$ cat src/rtl/pl_pkg.sv
// pl_pkg: shared definitions for the RV32 pipeline stage registers.
//   - default payload/control widths
//   - stage-buffer state encoding (EMPTY / ONE / TWO)
//   - bit positions of the decoded control fields carried in ctrl
package pl_pkg;

    localparam int PL_DATA_W = 96;
    localparam int PL_CTRL_W = 12;

    localparam logic [1:0] ST_EMPTY = 2'b00;
    localparam logic [1:0] ST_ONE   = 2'b01;
    localparam logic [1:0] ST_TWO   = 2'b10;

    typedef enum logic [1:0] {
        S_EMPTY = ST_EMPTY,
        S_ONE   = ST_ONE,
        S_TWO   = ST_TWO
    } pl_state_e;

    // Control field layout. An all-zero control word is a bubble:
    // RegWrite and MemWrite are both inactive.
    localparam int CTRL_REGWRITE = 0;  // 1 bit
    localparam int CTRL_MEMWRITE = 1;  // 1 bit
    localparam int CTRL_RESSRC   = 2;  // 2 bits [3:2]
    localparam int CTRL_FUNCT3   = 4;  // 3 bits [6:4]

endpackage

$ cat src/rtl/pl_stage_slot.sv
// pl_stage_slot: one valid/ctrl/data holding register.
// Ports:
//   clk, rst        clock, asynchronous active-high reset
//   load            capture d_ctrl/d_data and set valid
//   clear           drop the entry: valid and ctrl go to 0, data is held
//   d_ctrl, d_data  values captured on load
//   valid, ctrl, data  registered entry contents
// clear wins over load so a squash can never be undone by a same-cycle load.
module pl_stage_slot
    import pl_pkg::*;
#(
    parameter int CTRL_W = PL_CTRL_W,
    parameter int DATA_W = PL_DATA_W
) (
    input  logic              clk,
    input  logic              rst,
    input  logic              load,
    input  logic              clear,
    input  logic [CTRL_W-1:0] d_ctrl,
    input  logic [DATA_W-1:0] d_data,
    output logic              valid,
    output logic [CTRL_W-1:0] ctrl,
    output logic [DATA_W-1:0] data
);

    always_ff @(posedge clk or posedge rst) begin
        if (rst) begin
            valid <= 1'b0;
            ctrl  <= '0;
            data  <= '0;
        end else if (clear) begin
            valid <= 1'b0;
            ctrl  <= '0;
        end else if (load) begin
            valid <= 1'b1;
            ctrl  <= d_ctrl;
            data  <= d_data;
        end
    end

endmodule

$ cat src/rtl/pl_stage_buf.sv
// pl_stage_buf: parametrised pipeline stage register with valid/ready
// handshake, synchronous flush and optional two-entry skid buffer.
// Ports:
//   clk, rst                   clock, asynchronous active-high reset
//   flush_i                    synchronous squash of all held entries
//   in_valid/in_ready          upstream handshake
//   in_ctrl/in_data            upstream beat
//   out_valid/out_ready        downstream handshake
//   out_ctrl/out_data          downstream beat (ctrl is 0 when out_valid=0)
//   stall_cnt                  saturating count of out_valid && !out_ready cycles
//   dbg_state                  current occupancy state (EMPTY/ONE/TWO)
//
// Handshake: a beat moves on a rising edge where valid && ready are both 1.
// A producer holding valid=1 keeps its beat stable until it moves; ready may
// change freely while valid is low. With SKID=1 in_ready is a flop and never
// depends on out_ready; with SKID=0 it is combinational from out_ready.
module pl_stage_buf
    import pl_pkg::*;
#(
    parameter int DATA_W = PL_DATA_W,
    parameter int CTRL_W = PL_CTRL_W,
    parameter int SKID   = 1,
    parameter int CNT_W  = 16
) (
    input  logic              clk,
    input  logic              rst,
    input  logic              flush_i,
    input  logic              in_valid,
    output logic              in_ready,
    input  logic [CTRL_W-1:0] in_ctrl,
    input  logic [DATA_W-1:0] in_data,
    output logic              out_valid,
    input  logic              out_ready,
    output logic [CTRL_W-1:0] out_ctrl,
    output logic [DATA_W-1:0] out_data,
    output logic [CNT_W-1:0]  stall_cnt,
    output logic [1:0]        dbg_state
);

    logic in_xfer;
    logic out_xfer;
    logic main_valid;

    assign in_xfer   = in_valid && in_ready;
    assign out_xfer  = main_valid && out_ready;
    assign out_valid = main_valid;

    generate
        if (SKID != 0) begin : g_skid
            pl_state_e         state;
            logic              rdy_q;
            logic              main_load, main_clr;
            logic              skid_load, skid_clr;
            logic [CTRL_W-1:0] main_d_ctrl;
            logic [DATA_W-1:0] main_d_data;
            logic              skid_valid;
            logic [CTRL_W-1:0] skid_ctrl;
            logic [DATA_W-1:0] skid_data;

            // Slot controls. The main slot loads from the input normally and
            // from the skid slot when draining TWO -> ONE.
            always_comb begin
                main_load   = 1'b0;
                main_clr    = 1'b0;
                skid_load   = 1'b0;
                skid_clr    = 1'b0;
                main_d_ctrl = in_ctrl;
                main_d_data = in_data;
                if (flush_i) begin
                    main_clr = 1'b1;
                    skid_clr = 1'b1;
                end else begin
                    case (state)
                        S_EMPTY: begin
                            main_load = in_xfer;
                        end
                        S_ONE: begin
                            if (in_xfer && out_xfer) main_load = 1'b1;
                            else if (in_xfer)        skid_load = 1'b1;
                            else if (out_xfer)       main_clr  = 1'b1;
                        end
                        S_TWO: begin
                            if (out_xfer && skid_valid) begin
                                main_load   = 1'b1;
                                main_d_ctrl = skid_ctrl;
                                main_d_data = skid_data;
                                skid_clr    = 1'b1;
                            end
                        end
                        default: begin
                            main_clr = 1'b1;
                            skid_clr = 1'b1;
                        end
                    endcase
                end
            end

            // Occupancy FSM; in_ready is registered alongside the state.
            always_ff @(posedge clk or posedge rst) begin
                if (rst) begin
                    state <= S_EMPTY;
                    rdy_q <= 1'b1;
                end else if (flush_i) begin
                    state <= S_EMPTY;
                    rdy_q <= 1'b1;
                end else begin
                    case (state)
                        S_EMPTY: begin
                            if (in_xfer) state <= S_ONE;
                        end
                        S_ONE: begin
                            if (in_xfer && !out_xfer) begin
                                state <= S_TWO;
                                rdy_q <= 1'b0;
                            end else if (!in_xfer && out_xfer) begin
                                state <= S_EMPTY;
                            end
                        end
                        S_TWO: begin
                            if (out_xfer) begin
                                state <= S_ONE;
                                rdy_q <= 1'b1;
                            end
                        end
                        default: begin
                            state <= S_EMPTY;
                            rdy_q <= 1'b1;
                        end
                    endcase
                end
            end

            assign in_ready  = rdy_q;
            assign dbg_state = state;

            pl_stage_slot #(.CTRL_W(CTRL_W), .DATA_W(DATA_W)) u_main (
                .clk    (clk),
                .rst    (rst),
                .load   (main_load),
                .clear  (main_clr),
                .d_ctrl (main_d_ctrl),
                .d_data (main_d_data),
                .valid  (main_valid),
                .ctrl   (out_ctrl),
                .data   (out_data)
            );

            pl_stage_slot #(.CTRL_W(CTRL_W), .DATA_W(DATA_W)) u_skid (
                .clk    (clk),
                .rst    (rst),
                .load   (skid_load),
                .clear  (skid_clr),
                .d_ctrl (in_ctrl),
                .d_data (in_data),
                .valid  (skid_valid),
                .ctrl   (skid_ctrl),
                .data   (skid_data)
            );
        end else begin : g_direct
            logic main_clr;

            // Flush blocks acceptance here, so a squashed cycle never loads.
            assign in_ready  = (!main_valid || out_ready) && !flush_i;
            assign main_clr  = flush_i || (out_xfer && !in_xfer);
            assign dbg_state = main_valid ? ST_ONE : ST_EMPTY;

            pl_stage_slot #(.CTRL_W(CTRL_W), .DATA_W(DATA_W)) u_main (
                .clk    (clk),
                .rst    (rst),
                .load   (in_xfer),
                .clear  (main_clr),
                .d_ctrl (in_ctrl),
                .d_data (in_data),
                .valid  (main_valid),
                .ctrl   (out_ctrl),
                .data   (out_data)
            );
        end
    endgenerate

    // Back-pressure counter; only rst clears it so flushes do not lose history.
    logic [CNT_W-1:0] stall_q;

    always_ff @(posedge clk or posedge rst) begin
        if (rst) begin
            stall_q <= '0;
        end else if (main_valid && !out_ready && (stall_q != {CNT_W{1'b1}})) begin
            stall_q <= stall_q + 1'b1;
        end
    end

    assign stall_cnt = stall_q;

endmodule

$ cat config.mk
export PLATFORM = sky130hd
export DESIGN_NAME = pl_stage_buf
export DESIGN_NICKNAME = d
export VERILOG_FILES = /design/src/rtl/pl_pkg.sv /design/src/rtl/pl_stage_slot.sv /design/src/rtl/pl_stage_buf.sv
export SDC_FILE = /design/constraint.sdc
export NUM_CORES = 1
export LEC_CHECK = 0
export CAP_MARGIN = 20
export CELL_PAD_IN_SITES_DETAIL_PLACEMENT = 1
export CELL_PAD_IN_SITES_GLOBAL_PLACEMENT = 2
export CORE_ASPECT_RATIO = 1.1
export CORE_UTILIZATION = 44
export CTS_BUF_LIST = sky130_fd_sc_hd__clkbuf_16
export CTS_CLUSTER_DIAMETER = 30
export DETAILED_ROUTE_END_ITERATION = 8
export DONT_BUFFER_PORTS = 1
export PLACE_DENSITY = 0.77
export SETUP_SLACK_MARGIN = 0.3
export SYNTH_ARGS = -nofsm -noshare
export SYNTH_HDL_FRONTEND = slang
export SYNTH_SLANG_ARGS = --single-unit
$ cat constraint.sdc
create_clock -name clk -period 9.4 [get_ports clk]
set_clock_uncertainty 0.1 [all_clocks]
set_input_delay 1.88 -clock clk [delete_from_list [all_inputs] [get_ports clk]]
set_output_delay 1.88 -clock clk [all_outputs]
set_load 0.005 [all_outputs]
==> flow_metrics.py, run 1 <==
metrics = {
    "critical_path": {
        "start_kind": "input pin",
        "end_kind": "flip-flop",
        "slowest_stage": "buf_4",
        "max_stage_delay_ps": 810,
        "critPathRequiredTime_ps": 9690,
        "path_buf_inv": 1,
        "crit_arrival_ps": 4470,
        "path_max_fanout": 60,
        "crit_type": "in2reg",
        "crit_family": "simple AND/OR/NAND/NOR gates",
        "cp_cell_sequence": "and2_4 -> and4b_4 -> buf_4 -> mux2_2 -> mux2_1",
    },
    "sta": {
        "max_freq_mhz": 239,
        "slew_headroom_pct": 39.5,
        "hold_viol": 0,
        "finalCritPeriodShare_pct": 44.5,
        "rsz0062_at_grt": "false",
        "setup_tns_ps": 0,
        "tightest_slew_ps": 907,
        "maxSlewViolCount": 0,
        "setup_viol": 0,
        "period_needed_ps": 4180,
    },
    "cells_and_area": {
        "fin_nets": 825,
        "diodes": 0,
        "fillers": 2162,
        "final_area_mm2": 0.0125,
        "drive_above_1_share_pct": 49.0,
        "area_delta_synth_final_pct": 20.1,
    },
    "floorplanning": {
        "die_area_mm2": 0.0243,
        "fp.dieW_um": 149,
        "num_rows": 58,
        "coreArea_mm2": 0.0231,
        "io-pin-count": 241,
        "die_y_um": 163,
        "start_util_pct": 45.2,
    },
    "job": {
        "cap_violations": 0,
    },
    "power_and_ir_drop": {
        "p_seq_share_pct": 41.9,
        "switching_share_pct": 26.1,
        "p_switching_w": 0.00110,
        "powerDensity_mw_per_mm2": 337,
        "power_w": 0.00422,
        "internal-power_w": 0.00312,
        "power_frac_comb_pct": 13.8,
        "pwr-share-clk_pct": 44.3,
        "p_leak_nw": 5.21,
        "ir_worst_vdd_uv": 164,
    },
    "logic_synthesis": {
        "synth_cell_types": 46,
        "netlist.area_leader.share_pct": 56.6,
        "synth_seq_cells": 237,
        "ys_seq_area_share_pct": 56.9,
        "synth.avg_cell_area_um2": 15.1,
        "synthTopCellsByCount": "252 x mux2_2, 236 x dfrtp_1, 27 x mux2_1",
        "ys.warnings.count": 0,
        "syn_area_mm2": 0.0104,
        "synth_fp_nets": 803,
        "synth.largest_area_cell": "dfrtp_1",
        "synth.most_common_cell": "mux2_2",
        "ys_async_sr_fraction_pct": 100,
        "synth_edf_count": 0,
        "synthCells": 689,
        "synthTopCellsByArea": "dfrtp_1 57%, mux2_2 27%, mux2_1 2.9%, mux2_4 1.4%, xnor2_1 1.3%",
        "synth_flop_cell": "dfrtp_1",
    },
    "detailed_routing": {
        "viasPerCell": 5.61,
        "drc": 0,
        "detail-route-antenna-nets": 0,
        "firstDrtPassIters": 4,
        "drtIter0Drc": 212,
        "wl_per_cell_um": 22.8,
        "drt_wl_total_mm": 24.0,
        "num_vias": 5904,
    },
    "status": {
        "status": "finished, final reports clean",
    },
    "clock_tree": {
        "post_cts_buffers": 0,
        "clk_latency_ps": 530,
        "holdBufCountCts": 0,
        "cts_tree": "built",
        "htreeDepth": 2,
        "cts_root_buf": "clkbuf_16",
        "path_clk_slew_ps": 50,
        "clock_path_buffers": 3,
        "post_cts_resized": 0,
        "clkSinkCount": 237,
        "numCtsBuffers": 50,
    },
    "global_route": {
        "grtUsageTotal_pct": 20.0,
        "gr-total-overflow": 0,
        "antenna_found_initial": 0,
        "grt_first_pass_wirelength_mm": 38.0,
        "grt_pass1_vias": 6790,
        "grt_max_degree": 158,
    },
    "placed_design": {
        "placed_cell_area_mm2": 0.0106,
        "port_buffers": 0,
        "place_congestion": 0.764,
        "place_hpwl_mm": 15.0,
    },
    "hold_path": {
        "min_path_type": "reg2reg",
    },
}
per-layer routing:
| metal | GRT usage, % | part of all wire [%] | up-vias |
|---|---|---|---|
| li1 | - | - | 2572 |
| met1 | 22.2 | 37 | 3056 |
| met2 | 33.7 | 50 | 222 |
| met3 | 9.33 | 11 | 54 |
| met4 | 6.96 | 2.6 | 0 |
| met5 | 0 | 0 | - |
cell families after synthesis:
family | count (synthesis) | synth area share, %
adders and majority gates | 1 | 0.120
xor gates and xnor gates | 16 | 1.34
and+or+nand+nor | 43 | 2.57
AOI/OAI and AO/OA | 48 | 3.70
muxes | 301 | 32.7
DFF | 237 | 56.9
buffers and inverters | 43 | 2.66
worst register-to-register path, stage by stage (launching register included):
cell	delay, ps
dfrtp_1	510
nor2b_1	290
and4b_4	820
buf_4	880
mux2_2	460
mux2_1	300
power groups by stage:
stage	combinational (W)	clock, W	sequential (W)
after floorplan	0.000508	0	0.00165
after global placement	0.000535	0	0.00175
after detailed placement	0.000580	0	0.00178
after CTS	0.000590	0.00190	0.00178
after global routing	0.000644	0.00195	0.00183
final	0.000581	0.00187	0.00177
per-stage QoR:
stage	utilization, %	hold WS [ps]	setup slack (ps)	instances
after detailed placement	46.0	382	4640	956
after global routing	54.2	414	5080	1053
after floorplan	-	366	919	689
after CTS	53.9	399	5180	1050
final	54.2	398	5220	1053
after global placement	46.0	382	4720	956
final cells by class:
cell class | count | area, um2 | area share, %
tap | 300 | 375 | 3.00
sequential | 237 | 5930 | 47.4
timing repair buffer | 10 | 135 | 1.08
multi-input combinational | 409 | 4230 | 33.8
inverter | 3 | 18.8 | 0.150
clock inverter | 41 | 497 | 3.97
clock buffer | 53 | 1330 | 10.6
path summary, 6_finish.rpt:
| check | start | endpoint | slack [ps] | depth (start not counted) |
|---|---|---|---|---|
| setup / recovery | out_ready | g_skid.u_main.data[79] | 5220 | 5 |
| hold / removal | g_skid.u_skid.data[89] | g_skid.u_skid.data[89] | 400 | 1 |
| setup reg to reg | dbg_state[0] | g_skid.u_main.data[79] | 5910 | 5 |
| hold reg to reg | g_skid.u_skid.data[89] | g_skid.u_skid.data[89] | 400 | 1 |
| max in group asynchronous | rst | g_skid.u_skid.data[55] | 6580 | 4 |
| min in group asynchronous | rst | g_skid.u_skid.data[92] | 1110 | 1 |
cells in the final DEF (no fill, tap or decap), types with 2 or more instances in the layout:
cell        instances
buf_4               7
nand3_1             4
clkinv_1            5
nand2b_1            2
mux2i_1            12
o21bai_1            2
and4_1              4
dfrtp_1           236
buf_16              3
clkbuf_16          53
mux2_1             27
nand2_1             5
clkinv_2            8
inv_1               3
clkinvlp_4         12
xnor2_1            15
o211ai_1            4
bufinv_16          10
nor2b_1             3
nand4_1             6
mux2_4             10
inv_6               2
a22o_1             12
clkinv_4            3
mux2_2            252
o2111ai_1           3
nor3_1              3
nor2_1              3
o2bb2ai_1          12
a21oi_1             4
o21ai_0             3
and2_1              3
and3_1              4
registers in the layout, indices dropped and copies added, names as in the netlist:
| name | flops |
|---|---|
| dbg_state | 2 |
| g_skid.u_skid.data | 96 |
| g_skid.u_main.ctrl | 12 |
| stall_cnt | 16 |
| g_skid.u_main.data | 96 |
| g_skid.u_skid.ctrl | 12 |
| g_skid.u_skid.valid | 1 |
| in_ready | 1 |
| g_skid.u_main.valid | 1 |
Power figures use the tool's default switching activity.
==> run 2: changes to the inputs <==
- ABC_AREA: not set -> 1
- CORE_UTILIZATION: 44 -> 36
- PLACE_DENSITY: 0.77 -> 0.76
- clock period: 9.4 -> 4 ns (I/O delays scaled with it)
==> flow_metrics.py, run 2 <==
metrics = {
    "critical_path": {
        "slowest_stage": "dfstp_2",
        "start_kind": "flip-flop",
        "max_stage_delay_ps": 580,
        "path_common_cell": "nand2_1",
        "cp_cell_sequence": "nand2_1 -> inv_1 -> nand3_1 -> nand2_1 -> nand2_4 -> inv_4 -> buf_12 -> nand2_1 -> nand2_1",
        "crit_type": "reg2reg",
        "end_kind": "flip-flop",
        "critPathRequiredTime_ps": 4390,
        "crit_arrival_ps": 3070,
        "path_max_fanout": 56,
    },
    "clock_tree": {
        "path_clk_slew_ps": 40,
        "post_cts_resized": 0,
        "htreeDepth": 2,
        "cts_tree": "built",
        "holdBufCountCts": 0,
        "clkSinkCount": 237,
        "clock_path_buffers": 3,
        "numCtsBuffers": 58,
        "post_cts_buffers": 0,
        "cts_root_buf": "clkbuf_16",
        "clk_latency_ps": 570,
    },
    "floorplanning": {
        "die_y_um": 183,
        "fp.dieW_um": 167,
        "start_util_pct": 37.0,
        "coreArea_mm2": 0.0290,
        "num_rows": 65,
        "io-pin-count": 241,
        "die_area_mm2": 0.0305,
    },
    "sta": {
        "max_freq_mhz": 374,
        "hold_viol": 0,
        "rsz0062_at_grt": "false",
        "maxSlewViolCount": 0,
        "setup_viol": 0,
        "fin_ws_ps": 1330,
        "tightest_slew_ps": 971,
        "holdWs_ps": 70.1,
        "period_needed_ps": 2670,
        "setup_tns_ps": 0,
        "slew_headroom_pct": 35.1,
        "finalCritPeriodShare_pct": 66.9,
    },
    "detailed_routing": {
        "wl_per_cell_um": 17.1,
        "viasPerCell": 4.92,
        "drc": 17,
        "detail-route-antenna-nets": 0,
        "drt_wl_total_mm": 30.8,
        "drtIter0Drc": 435,
        "firstDrtPassIters": 7,
        "num_vias": 8875,
    },
    "power_and_ir_drop": {
        "ir_worst_vdd_uv": 343,
        "p_leak_nw": 6.76,
        "powerDensity_mw_per_mm2": 799,
    },
    "logic_synthesis": {
        "synth_seq_cells": 237,
        "synthTopCellsByCount": "763 x nand2_1, 236 x dfrtp_1, 90 x o21ai_0",
        "ys.warnings.count": 0,
        "synthCells": 1390,
        "synth_fp_nets": 1504,
        "ys_seq_area_share_pct": 55.3,
        "synthTopCellsByArea": "dfrtp_1 55%, nand2_1 27%, o21ai_0 4.2%, nand3_1 2.8%, inv_1 2.7%",
        "synth.most_common_cell": "nand2_1",
        "synth_cell_types": 25,
        "synth_flop_cell": "dfrtp_1",
        "netlist.area_leader.share_pct": 55.1,
        "syn_area_mm2": 0.0107,
        "synth.largest_area_cell": "dfrtp_1",
        "synth_edf_count": 0,
        "ys_async_sr_fraction_pct": 100,
        "synth.avg_cell_area_um2": 7.72,
    },
    "cells_and_area": {
        "final_cell_mix": "763 x nand2_1, 236 x dfrtp_1, 90 x o21ai_0",
        "fillers": 3478,
        "regArea_mm2": 0.00593,
        "area_delta_synth_final_pct": 19.8,
        "final_core_util_pct": 44.4,
        "drive_above_1_share_pct": 7.80,
        "fin_nets": 1505,
        "diodes": 0,
        "final_area_mm2": 0.0129,
        "final_common_cell": "nand2_1",
        "multi_input_area_mm2": 0.00409,
    },
    "global_route": {
        "grt_max_degree": 83,
        "gr-total-overflow": 0,
        "antenna_found_initial": 0,
        "grt_pass1_vias": 9387,
        "grtUsageTotal_pct": 20.9,
        "grt_first_pass_wirelength_mm": 50.9,
    },
    "placed_design": {
        "place_congestion": 0.726,
        "placed_cell_area_mm2": 0.0110,
        "place_hpwl_mm": 19.4,
        "port_buffers": 0,
        "dp_slack_ps": 1070,
    },
    "job": {
        "cap_violations": 0,
    },
    "status": {
        "status": "complete, but fails checks",
        "violations": "design-rule violations",
    },
    "hold_path": {
        "min_path_type": "in2async",
    },
}
==> run 2: cell types whose count changed in the layout (fill, tap and decap cells not counted), moves of 10 or more <==
cell / change
a22o_1: -12
clkinv_1: +10
inv_1: +82
mux2_1: -27
mux2_2: -252
mux2_4: -10
mux2i_1: -12
nand2_1: +758
nand3_1: +55
nor2_1: +16
o21ai_0: +87
o21ai_1: +38
o2bb2ai_1: -12
==> run 2: path summary, 6_finish.rpt <==
check,cells after the start,startpoint,slack (ps),end
min in group clk,2,in_data[95],240,g_skid.u_skid.data[95]
setup / recovery,9,in_ready,1330,g_skid.u_main.data[56]
max in group asynchronous,2,rst,2890,g_skid.u_main.data[91]
setup reg to reg,9,in_ready,1330,g_skid.u_main.data[56]
hold / removal,1,rst,70,g_skid.u_skid.data[58]
hold reg to reg,2,g_skid.u_skid.data[82],380,g_skid.u_skid.data[82]
==> run 2: logic make-up (layout without fill, tap and decap cells) <==
family	Yosys count	in the layout	share of synthesized area [%]
fa+ha+maj	1	1	0.117
simple gates	855	855	31.0
xor+xnor	8	8	0.653
compound gates	132	132	6.22
flops	237	237	55.3
buf+inv	157	203	6.70
==> run 2: layout make-up <==
cell class	instances	area share (%)
clock buffer	58	11.3
clock inverter	47	3.13
inverter	81	2.43
multi-input combinational	996	31.8
sequential	237	46.2
tap	368	3.58
timing repair buffer	17	1.58
==> run 2: worst max-delay path, delay by kind of cell (launching register included) <==
family	cells	cell delay [ps]
DFF	1	580
buffers and inverters	3	1020
and+or+nand+nor	6	850
==> run 2: where the power goes <==
part           total [W]  internal, W  switching [W]
registers        0.00417      0.00345       0.000722
clock network    0.00442      0.00303        0.00140
logic            0.00168     0.000597        0.00108
==> run 2: through the flow <==
stage | cells | power, W
after floorplan | 1390 | 0.00535
after global placement | 1699 | 0.00582
after detailed placement | 1699 | 0.00591
after CTS | 1804 | 0.0104
after global routing | 1804 | 0.0110
final | 1804 | 0.0103
==> run 2: routing by layer <==
metal / GRT usage, % / routed length, um / part of all wire (%)
met5: 0 / 0 / 0
met4: 7.11 / 835 / 2.7
met3: 7.23 / 2550 / 8.3
met2: 34.0 / 14500 / 47
met1: 25.8 / 12900 / 42
==> run 3: changes to the inputs <==
- ABC_AREA: 1 -> 0
- CORE_UTILIZATION: 36 -> 44
- PLACE_DENSITY: 0.76 -> 0.77
- clock period: 4 -> 2.6 ns (I/O delays scaled with it)
==> flow_metrics.py, run 3 (same netlist as run 1, synthesis figures left out) <==
metrics = {
    "power_and_ir_drop": {
        "p_leak_nw": 5.37,
        "ir_worst_vdd_uv": 761,
        "power_w": 0.0150,
        "powerDensity_mw_per_mm2": 1180,
    },
    "critical_path": {
        "end_kind": "flip-flop",
        "start_kind": "flip-flop",
        "cp-startpoint": "dbg_state[0]",
        "critPathRequiredTime_ps": 2890,
        "timing.rr.end": "g_skid.u_main.data[85]",
        "crit_type": "reg2reg",
        "r2r_start": "dbg_state[0]",
        "rr_worst_depth": 6,
        "path_max_fanout": 20,
        "crit_arrival_ps": 2520,
        "rrSetupSlack_ps": 370,
    },
    "detailed_routing": {
        "num_vias": 6007,
        "drtIter0Drc": 165,
        "viasPerCell": 5.58,
        "drt_wl_total_mm": 24.9,
        "firstDrtPassIters": 4,
        "drc": 0,
        "wl_per_cell_um": 23.1,
        "detail-route-antenna-nets": 0,
    },
    "sta": {
        "rsz0062_at_grt": "true",
        "setup_viol": 0,
        "finalCritPeriodShare_pct": 85.7,
        "slew_headroom_pct": 39.3,
        "tightest_slew_ps": 906,
        "hold_viol": 0,
        "fin_ws_ps": 372,
        "period_needed_ps": 2230,
        "maxSlewViolCount": 0,
        "max_freq_mhz": 449,
    },
    "cells_and_area": {
        "final_core_util_pct": 55.1,
        "area_delta_synth_final_pct": 21.9,
        "final_cell_mix": "252 x mux2_2, 235 x dfrtp_1, 53 x clkbuf_16",
        "drive_above_1_share_pct": 48.8,
        "final_common_cell": "mux2_2",
        "fin_nets": 849,
        "diodes": 0,
    },
    "clock_tree": {
        "cts_root_buf": "clkbuf_16",
        "htreeDepth": 2,
        "path_clk_slew_ps": 50,
        "numCtsBuffers": 51,
        "clk_latency_ps": 520,
        "clock_path_buffers": 3,
        "clkSinkCount": 237,
        "cts_tree": "built",
    },
    "floorplanning": {
        "die_area_mm2": 0.0243,
        "fp.dieW_um": 149,
        "start_util_pct": 45.2,
        "num_rows": 58,
        "coreArea_mm2": 0.0231,
        "io-pin-count": 241,
        "die_y_um": 163,
    },
    "global_route": {
        "gr-total-overflow": 0,
        "grt_first_pass_wirelength_mm": 39.5,
        "antenna_found_initial": 0,
        "grtUsageTotal_pct": 20.9,
        "grt_max_degree": 82,
        "grt_pass1_vias": 7003,
    },
    "job": {
        "cap_violations": 0,
    },
    "hold_path": {
        "min_path_type": "in2reg",
        "hold_start": "in_ctrl[2]",
        "hold_depth": 1,
        "worstHoldEndpoint": "g_skid.u_skid.ctrl[2]",
    },
    "placed_design": {
        "place_congestion": 0.803,
        "dp_slack_ps": 206,
        "place_hpwl_mm": 16.6,
        "port_buffers": 0,
    },
    "status": {
        "status": "finished, final reports clean",
    },
}
## run 3: changes by cell type in the layout (fill, tap and decap cells not counted), moves of 38 or more
cell / delta
nand2_1: -759
o21ai_0: -87
nand3_1: -55
inv_1: -70
o21ai_1: -38
mux2_2: +252
## run 3: worst max-delay path, cell delays in order, from the launching register on
cell and delay [ps]:
dfrtp_2 460, nor2b_2 180, and4b_4 300, buf_12 190
buf_4 210, mux2_2 360, mux2_1 300
## run 3: where the power goes
group	leakage, nW	internal, W	switching [W]
combinational	1.58	0.00140	0.000788
sequential	2.89	0.00524	0.00115
clock	0.898	0.00444	0.00198
total	5.37	0.0111	0.00391
## run 3: how the worst max path moves through the flow
| stage | endpoint | slack, ps | cells past startpoint |
|---|---|---|---|
| floorplan | dbg_state[0] | -1130 | 1 |
| global placement | g_skid.u_main.data[85] | 300 | 6 |
| detailed placement | g_skid.u_main.data[85] | 210 | 6 |
| CTS | g_skid.u_main.data[79] | 310 | 6 |
| global route | g_skid.u_main.data[85] | 290 | 6 |
| finish | g_skid.u_main.data[85] | 370 | 6 |
## run 3: routing by layer
layer | share of wire, % | GRT usage (%)
met4 | 3.1 | 8.16
met3 | 10 | 8.83
met5 | 0 | 0
met1 | 36 | 23.2
met2 | 50 | 35.2
## run 3: repair_timing
item | in CTS | in global routing
pin swaps | 0 | 0
endpoints found under the hold margin | 17 | 0
setup endpoints to repair | 52 | 51
gates cloned | 0 | 0
buffers inserted | 2 | 1
hold buffers | 3 | 0
gates resized for setup | 3 | 2
## run 3: area by class of cell
class	instances	area, um2
clock inverters	42	405
fillers	2172	10400
repair buffers	33	414
flip-flops and latches	237	5930
well taps	300	375
inverters	3	15.0
clock buffers	53	1330
multi-input cells	409	4240
## run 3: metrics by stage
| step | std cells | instance area, um2 | hold WS (ps) | setup TNS (ps) |
|---|---|---|---|---|
| global route | 1077 | 12700 | 20.3 | 0 |
| CTS | 1076 | 12700 | 15.5 | 0 |
| floorplan | 689 | 10400 | 366 | -265830 |
| global placement | 976 | 10900 | 350 | 0 |
| detailed placement | 976 | 10900 | 359 | 0 |
| finish | 1077 | 12700 | 42.1 | 0 |
